[src/rtl/pixel_mem_pkg.sv]
//------------------------------------------------------------------------------
// Module : pixel_mem_pkg
// Brief  : Shared types and defaults for the pixel memory arbiter.
// Rev    : 1.0  initial release
//------------------------------------------------------------------------------
`default_nettype none

package pixel_mem_pkg;

  // Bit 1 marks a CPU read, bit 0 a VGA read; the tag pipe relies on this.
  typedef enum logic [1:0] {
    TAG_NONE   = 2'b00,
    TAG_VGA_RD = 2'b01,
    TAG_CPU_RD = 2'b10
  } req_tag_t;

  typedef enum logic [1:0] {
    GNT_NONE = 2'b00,
    GNT_CPU  = 2'b01,
    GNT_VGA  = 2'b10
  } grant_t;

  localparam int c_mem_lat_default    = 1;
  localparam int c_starve_max_default = 16;

endpackage

`default_nettype wire

[src/rtl/pixel_mem_arbiter_rd_tag_pipe.sv]
//------------------------------------------------------------------------------
// Module : rd_tag_pipe
// Brief  : MEM_LAT-deep read tag shift register producing the rvalid strobes.
// Rev    : 1.0  initial release
//------------------------------------------------------------------------------
`default_nettype none

module rd_tag_pipe
  import pixel_mem_pkg::*;
#(
  parameter int MEM_LAT = c_mem_lat_default
) (
  input  logic     clk,
  input  logic     rst,
  input  req_tag_t tag_in,
  output logic     cpu_rvalid,
  output logic     vga_rvalid
);

  req_tag_t r_stage [MEM_LAT];

  generate
    for (genvar i = 0; i < MEM_LAT; i++) begin : g_stage
      if (i == 0) begin : g_head
        always_ff @(posedge clk or posedge rst) begin
          if (rst) r_stage[i] <= TAG_NONE;
          else     r_stage[i] <= tag_in;
        end
      end else begin : g_tail
        always_ff @(posedge clk or posedge rst) begin
          if (rst) r_stage[i] <= TAG_NONE;
          else     r_stage[i] <= r_stage[i-1];
        end
      end
    end
  endgenerate

  assign cpu_rvalid = r_stage[MEM_LAT-1][1];
  assign vga_rvalid = r_stage[MEM_LAT-1][0];

endmodule

`default_nettype wire

[src/rtl/pixel_mem_arbiter.sv]
//------------------------------------------------------------------------------
// Module : pixel_mem_arbiter
// Brief  : Single-port pixel RAM arbiter between CPU load/store and VGA reads.
// Rev    : 1.0  initial release
//------------------------------------------------------------------------------
`default_nettype none

module pixel_mem_arbiter
  import pixel_mem_pkg::*;
#(
  parameter int ADDR_W     = 17,
  parameter int DATA_W     = 8,
  parameter int MEM_LAT    = c_mem_lat_default,
  parameter int STARVE_MAX = c_starve_max_default
) (
  input  logic              clk,
  input  logic              rst,
  input  logic              cpu_req,
  input  logic              cpu_we,
  input  logic [ADDR_W-1:0] cpu_addr,
  input  logic [DATA_W-1:0] cpu_wdata,
  output logic              cpu_gnt,
  output logic              cpu_stall,
  output logic              cpu_rvalid,
  output logic [DATA_W-1:0] cpu_rdata,
  output logic              cpu_starved,
  input  logic              vga_req,
  input  logic              vga_active,
  input  logic [ADDR_W-1:0] vga_addr,
  output logic              vga_gnt,
  output logic              vga_rvalid,
  output logic [DATA_W-1:0] vga_rdata,
  output logic              mem_en,
  output logic              mem_we,
  output logic [ADDR_W-1:0] mem_addr,
  output logic [DATA_W-1:0] mem_wdata,
  input  logic [DATA_W-1:0] mem_rdata
);

  localparam int                c_cnt_w      = $clog2(STARVE_MAX + 1);
  localparam logic [c_cnt_w-1:0] c_starve_max = c_cnt_w'(STARVE_MAX);

  grant_t             w_grant;
  req_tag_t           w_tag;
  logic [c_cnt_w-1:0] w_wait_nxt;
  logic [c_cnt_w-1:0] r_wait_cnt;
  logic               r_last_vga;
  logic               r_starved;

  // Grants are held off while rst is high so every output reads 0 in reset.
  always_comb begin
    w_grant = GNT_NONE;
    if (!rst) begin
      if (cpu_req && vga_req) begin
        if (vga_active || !r_last_vga) w_grant = GNT_VGA;
        else                           w_grant = GNT_CPU;
      end else if (cpu_req) begin
        w_grant = GNT_CPU;
      end else if (vga_req) begin
        w_grant = GNT_VGA;
      end
    end
  end

  assign cpu_gnt   = (w_grant == GNT_CPU);
  assign vga_gnt   = (w_grant == GNT_VGA);
  assign cpu_stall = cpu_req & ~cpu_gnt & ~rst;

  assign mem_en    = cpu_gnt | vga_gnt;
  assign mem_we    = cpu_gnt & cpu_we;
  assign mem_addr  = cpu_gnt ? cpu_addr : (vga_gnt ? vga_addr : '0);
  assign mem_wdata = cpu_gnt ? cpu_wdata : '0;

  assign cpu_rdata = mem_rdata;
  assign vga_rdata = mem_rdata;

  always_comb begin
    w_tag = TAG_NONE;
    if (cpu_gnt && !cpu_we) w_tag = TAG_CPU_RD;
    else if (vga_gnt)       w_tag = TAG_VGA_RD;
  end

  always_comb begin
    w_wait_nxt = r_wait_cnt;
    if (!cpu_req || cpu_gnt)           w_wait_nxt = '0;
    else if (r_wait_cnt != c_starve_max) w_wait_nxt = r_wait_cnt + c_cnt_w'(1);
  end

  always_ff @(posedge clk or posedge rst) begin
    if (rst) begin
      r_last_vga <= 1'b1;
      r_wait_cnt <= '0;
      r_starved  <= 1'b0;
    end else begin
      if (cpu_gnt)      r_last_vga <= 1'b0;
      else if (vga_gnt) r_last_vga <= 1'b1;
      r_wait_cnt <= w_wait_nxt;
      r_starved  <= (w_wait_nxt == c_starve_max);
    end
  end

  assign cpu_starved = r_starved;

  rd_tag_pipe #(
    .MEM_LAT (MEM_LAT)
  ) u_rd_tag_pipe (
    .clk        (clk),
    .rst        (rst),
    .tag_in     (w_tag),
    .cpu_rvalid (cpu_rvalid),
    .vga_rvalid (vga_rvalid)
  );

endmodule

`default_nettype wire

[config.mk]
export PLATFORM = sky130hd
export DESIGN_NAME = pixel_mem_arbiter
export DESIGN_NICKNAME = d
export VERILOG_FILES = /design/src/rtl/pixel_mem_pkg.sv /design/src/rtl/pixel_mem_arbiter_rd_tag_pipe.sv /design/src/rtl/pixel_mem_arbiter.sv
export SDC_FILE = /design/constraint.sdc
export NUM_CORES = 1
export LEC_CHECK = 0
export CAP_MARGIN = 20
export CORE_MARGIN = 2
export CORE_UTILIZATION = 25
export DETAILED_ROUTE_END_ITERATION = 6
export PLACE_DENSITY = 0.78
export SYNTH_ARGS = -nofsm -noshare
export SYNTH_HDL_FRONTEND = slang
export SYNTH_SLANG_ARGS = --single-unit
export TNS_END_PERCENT = 50
[constraint.sdc]
create_clock -name clk -period 2.15 [get_ports clk]
set_input_delay 0.43 -clock clk [delete_from_list [all_inputs] [get_ports clk]]
set_output_delay 0.43 -clock clk [all_outputs]
set_load 0.005 [all_outputs]
==> impl_metrics.json, run 1 <==
{
  "status": "finished with violations",
  "violations": "negative setup slack",
  "crit_required_ns": 1.72,
  "post-route-period-util": 1.08,
  "grt_use_total": 0.175,
  "syn-num-nets": 190,
  "crit_path_end_kind": "primary output",
  "vias": 1169,
  "cts_made_buffers": 3,
  "final_common_cell": "clkdlybuf4s50_1",
  "antenna_found_initial": 0,
  "pin_count": 105,
  "rsz0062_at_grt": "true",
  "most-common-layout-cells": "clkdlybuf4s50_1 (46), buf_2 (23), nand2_1 (19)",
  "gp_congestion": 0.756,
  "r2r-end": "cpu_starved$_DFF_PP0_",
  "crit_start": "r_last_vga$_DFFE_PP1P_",
  "hold_buffers": 0,
  "hp-class": "in -> async",
  "worstMarginPinSlew_ns": 0.258,
  "path_cells": "inv_2 -> o21ai_2 -> and3_4 -> ha_4 -> buf_6 -> buf_16 -> nand2_2 -> o21ai_1 -> buf_2",
  "crit_fanout": 6,
  "drt_iter0_markers": 57,
  "portBuffers": 80,
  "critPathCapture": "mem_addr[2]",
  "final_util": 0.577,
  "clk_transition_reported_paths_ns": 0.05,
  "drive_gt1_frac": 0.423,
  "rrSetupSlack_ns": 0.11,
  "synth.largest_area_cell": "dfrtp_1",
  "power_density_nw_per_um2": 338,
  "cts_sinks": 9,
  "root_buffer": "clkbuf_4",
  "rows": 21,
  "hold-worst-slack_ns": 0.397,
  "cts_tree": "done",
  "maxCapViolCount": 0,
  "clk_latency_ns": 0.26,
  "fin_ws_ns": -0.171,
  "viasPerCell": 4.51,
  "grt_max_degree": 23,
  "ant_nets": 0,
  "syn_area_um2": 911,
  "r2r_start": "r_last_vga$_DFFE_PP1P_",
  "antennaDiodeCount": 0,
  "synthToLayoutAreaGrowth_pct": 116,
  "timing_worst_setup_path_type": "reg -> out",
  "grt_first_pass_wirelength_mm": 5.61,
  "drc": 0,
  "finalClockSkew_ns": 0.000851,
  "drt_wl_total_mm": 3.79,
  "ys_types": 26,
  "synth_area_leaders": "dfrtp_1 (22%), nand2_1 (14%), buf_4 (13%)",
  "initial_core_util": 0.267,
  "die_width_um": 64.4,
  "period_needed_ns": 2.32,
  "drt-wirelength-per-cell_um": 14.6,
  "timing.fmax_ghz": 0.431,
  "netlist_instances": 130,
  "cellLeakagePower_uw": 0.000911,
  "core-area_um2": 3420,
  "dp_hpwl_mm": 2.37,
  "slew_violations": 0,
  "dieArea_um2": 4140,
  "vdd_ir_drop_max_v": 0.000111,
  "cp_slowest_stage_delay_ns": 0.54,
  "final_nets": 274,
  "synth.top_cell.area_share": 0.220,
  "final_hold_viol_count": 0,
  "avgSynthCellArea_um2": 7.01,
  "finalSetupViolCount": 28,
  "yosysSeqAreaShare": 0.249,
  "critPathSlowestCell": "dfstp_2",
  "slew_headroom": 0.827,
  "h-tree-depth": 1,
  "r2r_cells": 10,
  "start_kind": "flop",
  "clock_path_buffers": 2,
  "die_y_um": 64.4,
  "drtPass1Iterations": 4,
  "overflow": 0,
  "grt_pass1_vias": 1176,
  "yosysWarningCount": 0,
  "synth_seq_cells": 9,
  "crit_arrival_ns": 1.89
}
==> layer usage <==
| layer | up-vias | track usage | wire length, µm |
|---|---|---|---|
| met4 | 0 | 0.0824 | 110 |
| met2 | 53 | 0.297 | 1920 |
| met1 | 529 | 0.212 | 1570 |
| li1 | 574 | - | - |
| met3 | 13 | 0.0352 | 186 |
| met5 | - | 0 | 0 |
==> critical path, delay by kind of cell, from the launching register on <==
kind	cells	cell delay, ns
fa+ha+maj	1	0.19
simple gates	2	0.25
flops	1	0.54
buf+inv	4	0.45
compound gates	2	0.21
==> logic make-up after synthesis <==
kind of cell / count (synthesis) / synth area share
xor+xnor: 3 / 0.0289
fa+ha+maj: 4 / 0.0549
compound gates: 20 / 0.113
flops: 9 / 0.249
mux: 1 / 0.0110
simple gates: 63 / 0.353
buf+inv: 30 / 0.191
==> per-stage QoR <==
| step | cell area (µm²) | setup TNS [ns] | std cells | total power [µW] | setup WS (ns) |
|---|---|---|---|---|---|
| after CTS | 1860 | -3.02 | 253 | 636 | -0.165 |
| final | 1970 | -3.22 | 259 | 666 | -0.171 |
| after global placement | 1710 | -18.64 | 241 | 466 | -0.756 |
| after floorplan | 915 | 0 | 130 | 298 | 0.00514 |
| after detailed placement | 1710 | -19.21 | 241 | 470 | -0.745 |
| after global routing | 1970 | -5.29 | 259 | 715 | -0.242 |
==> where the power goes <==
group,switching [µW],internal (µW),leakage (µW),total (µW)
clock network,53.1,71.1,0.0000150,124
registers,7.46,181,0.000119,189
logic,135,218,0.000777,353
==> worst min path at each step <==
stage | slack [ns] | to
floorplan | 0.28 | cpu_starved$_DFF_PP0_
global placement | 0.59 | r_wait_cnt[4]$_DFF_PP0_
detailed placement | 0.61 | r_last_vga$_DFFE_PP1P_
CTS | 0.39 | r_wait_cnt[0]$_DFF_PP0_
global route | 0.41 | r_wait_cnt[4]$_DFF_PP0_
finish | 0.40 | r_wait_cnt[4]$_DFF_PP0_
==> cell type report <==
cell class,instances,area [µm²]
Clock buffer,4,26.3
Fill cell,296,1440
Inverter,7,26.3
Multi-Input combinational cell,91,628
Sequential cell,9,226
Tap cell,46,57.6
Timing Repair Buffer,102,1010
==> synth_stat cells <==
| cell | count |
|---|---|
| nand2_1 | 34 |
| o21ai_0 | 18 |
| buf_4 | 16 |
| and2_1 | 9 |
| dfrtp_1 | 8 |
| inv_1 | 7 |
| clkbuf_1 | 5 |
| ha_1 | 4 |
| nand3_1 | 4 |
| nor2b_1 | 4 |
| nor2_1 | 3 |
| xnor2_1 | 3 |
| nand3b_1 | 2 |
| a21oi_1 | 1 |
| and3_2 | 1 |
| and4b_1 | 1 |
| and4bb_2 | 1 |
| buf_1 | 1 |
| buf_2 | 1 |
| dfstp_2 | 1 |
| mux2i_1 | 1 |
| nor3_1 | 1 |
| nor4b_2 | 1 |
| o31ai_1 | 1 |
| or2b_1 | 1 |
| or3b_1 | 1 |
==> sequential cells by signal, summed over array words and instances, names as in the netlist <==
name and flops:
u_rd_tag_pipe.r_stage 2, cpu_starved 1, r_wait_cnt 5, r_last_vga 1
==> timing repair <==
action / 4_1_cts / 5_1_grt
endpoints found under the hold margin: 0 / 0
setup endpoints to repair: 31 / 30
gates cloned: 4 / 3
gates resized for setup: 161 / 28
setup buffers: 4 / 5
pin swaps: 5 / 5
(Power assumes the default switching activity.)
==> run 2: changes to the inputs <==
Settings changed: GPL_TIMING_DRIVEN from default to 0.
==> run 2 against run 1 <==
The run still ends with negative setup slack left; critical path depth is 1 higher; die area is the same; non-clock buffer count rose by 33; combinational power barely moved; fmax down 1.2%; register-to-register slack gained 0.18 ns; core utilization grew 3.4 points; cell area is 6.0% higher; global-route usage increased by 0.55 points; final cell count rose by 13%; sequential share of layout area down 0.65 points; wire length about the same; critical path type unchanged; largest cell class unchanged.
==> impl_metrics.json, run 2 (synthesized netlist as in run 1, its figures left out) <==
{
  "slew_headroom": 0.782,
  "crit_required_ns": 1.72,
  "worstMarginPinSlew_ns": 0.324,
  "r2r-end": "cpu_starved$_DFF_PP0_",
  "grt_pass1_vias": 1311,
  "crit_arrival_ns": 1.92,
  "gp_congestion": 0.814,
  "dp_hpwl_mm": 2.74,
  "final_common_cell": "clkdlybuf4s50_1",
  "rrSetupSlack_ns": 0.29,
  "initial_core_util": 0.267,
  "finalSetupViolCount": 27,
  "overflow": 0,
  "r2r_start": "r_last_vga$_DFFE_PP1P_",
  "cts_tree": "done",
  "start_kind": "flop",
  "grt_max_degree": 11,
  "die_width_um": 64.4,
  "fin_area_um2": 2090,
  "finalClockSkew_ns": 0.0106,
  "h-tree-depth": 1,
  "r2r_cells": 8,
  "vdd_ir_drop_max_v": 0.000136,
  "crit_fanout": 8,
  "power_density_nw_per_um2": 324,
  "internal-power_uw": 478,
  "maxCapViolCount": 0,
  "top_register": "r_wait_cnt",
  "vias": 1254,
  "p_clk_frac": 0.202,
  "drt_wl_total_mm": 3.79,
  "core-area_um2": 3420,
  "drt-wirelength-per-cell_um": 13.0,
  "final_hold_viol_count": 0,
  "p_switching_uw": 200,
  "drive_gt1_frac": 0.386,
  "synthToLayoutAreaGrowth_pct": 129,
  "antenna_found_initial": 0,
  "dieArea_um2": 4140,
  "largest_reg_flops": 5,
  "cts_sinks": 9,
  "cts_made_buffers": 3,
  "fin_ws_ns": -0.200,
  "clk_latency_ns": 0.28,
  "drc": 0,
  "setup_tns_ns": -3.60,
  "power_frac_seq": 0.279,
  "violations": "negative setup slack",
  "viasPerCell": 4.29,
  "ant_nets": 0,
  "pre_cts_ws_ns": -1.26,
  "drtPass1Iterations": 4,
  "final_nets": 307,
  "period_needed_ns": 2.35,
  "clock_path_buffers": 2,
  "slew_violations": 0,
  "combPwrFrac": 0.519,
  "grt_use_total": 0.181,
  "portBuffers": 96,
  "dpl_cell_area_um2": 1930,
  "rows": 21,
  "cellLeakagePower_uw": 0.000995,
  "crit_path_end_kind": "primary output",
  "root_buffer": "clkbuf_4",
  "clk_transition_reported_paths_ns": 0.07,
  "timing.fmax_ghz": 0.426,
  "rsz0062_at_grt": "true",
  "netSwitchingFraction": 0.295,
  "top_regs": "r_wait_cnt x5, u_rd_tag_pipe.r_stage x2",
  "timing_worst_setup_path_type": "reg -> out",
  "pin_count": 105,
  "antennaDiodeCount": 0,
  "most-common-layout-cells": "clkdlybuf4s50_1 (62), buf_4 (30), nand2_1 (27)",
  "die_y_um": 64.4,
  "hp-class": "in -> async",
  "hold_buffers": 0,
  "post-route-period-util": 1.09,
  "num-fill-cells": 310,
  "drt_iter0_markers": 36,
  "grt_first_pass_wirelength_mm": 5.85,
  "status": "finished with violations"
}
[run 2: area by class of cell]
cell class              count  area, µm²  area share
clock buffers               4       26.3      0.0126
repair buffers            112        955       0.457
inverters                   7       30.0      0.0144
plain buffers              23        211       0.101
well taps                  46       57.6      0.0275
multi-input cells          91        583       0.279
flip-flops and latches      9        226       0.108
[run 2: worst max-delay path by stage]
stage	from	endpoint	cells past startpoint
final	r_last_vga$_DFFE_PP1P_	mem_addr[16]	10
after global routing	r_last_vga$_DFFE_PP1P_	mem_addr[5]	10
after CTS	r_last_vga$_DFFE_PP1P_	mem_addr[4]	10
after detailed placement	rst	mem_wdata[3]	8
after global placement	rst	mem_we	8
after floorplan	rst	mem_wdata[0]	6
[run 2: per-layer routing]
metal	vias up	share of wire	global-route usage
met5	-	0	0
met4	0	0.012	0.0718
met3	4	0.080	0.0423
met2	64	0.55	0.329
met1	549	0.36	0.201
li1	637	-	-
[run 2: timing repair]
action,in CTS,in global routing
gates cloned,1,0
gates resized for setup,154,26
setup buffers,13,2
endpoints found under the setup margin,32,28
pin swaps,4,4
[run 2: power by group through the flow]
stage / Combinational, µW / Sequential, µW / Clock [µW]
after floorplan: 108 / 190 / 0
after global placement: 314 / 192 / 0
after detailed placement: 315 / 192 / 0
after CTS: 338 / 189 / 138
after global routing: 383 / 190 / 149
final: 352 / 189 / 137
[run 2: through the flow]
stage	total power [µW]	std cells	hold WS, ns	utilization
after global placement	505	272	0.492	0.566
after global routing	723	292	0.352	0.612
after detailed placement	507	272	0.491	0.566
final	678	292	0.337	0.612
after CTS	665	290	0.431	0.601
after floorplan	298	130	0.279	-
[run 2: critical path, stage by stage (launching register included)]
cell and delay [ns]:
dfstp_2 0.54, inv_2 0.03, o21ai_2 0.12, and3_4 0.21, ha_4 0.15, buf_8 0.13
buf_8 0.10, buf_6 0.11, nand2_2 0.05, o21ai_1 0.08, buf_2 0.13
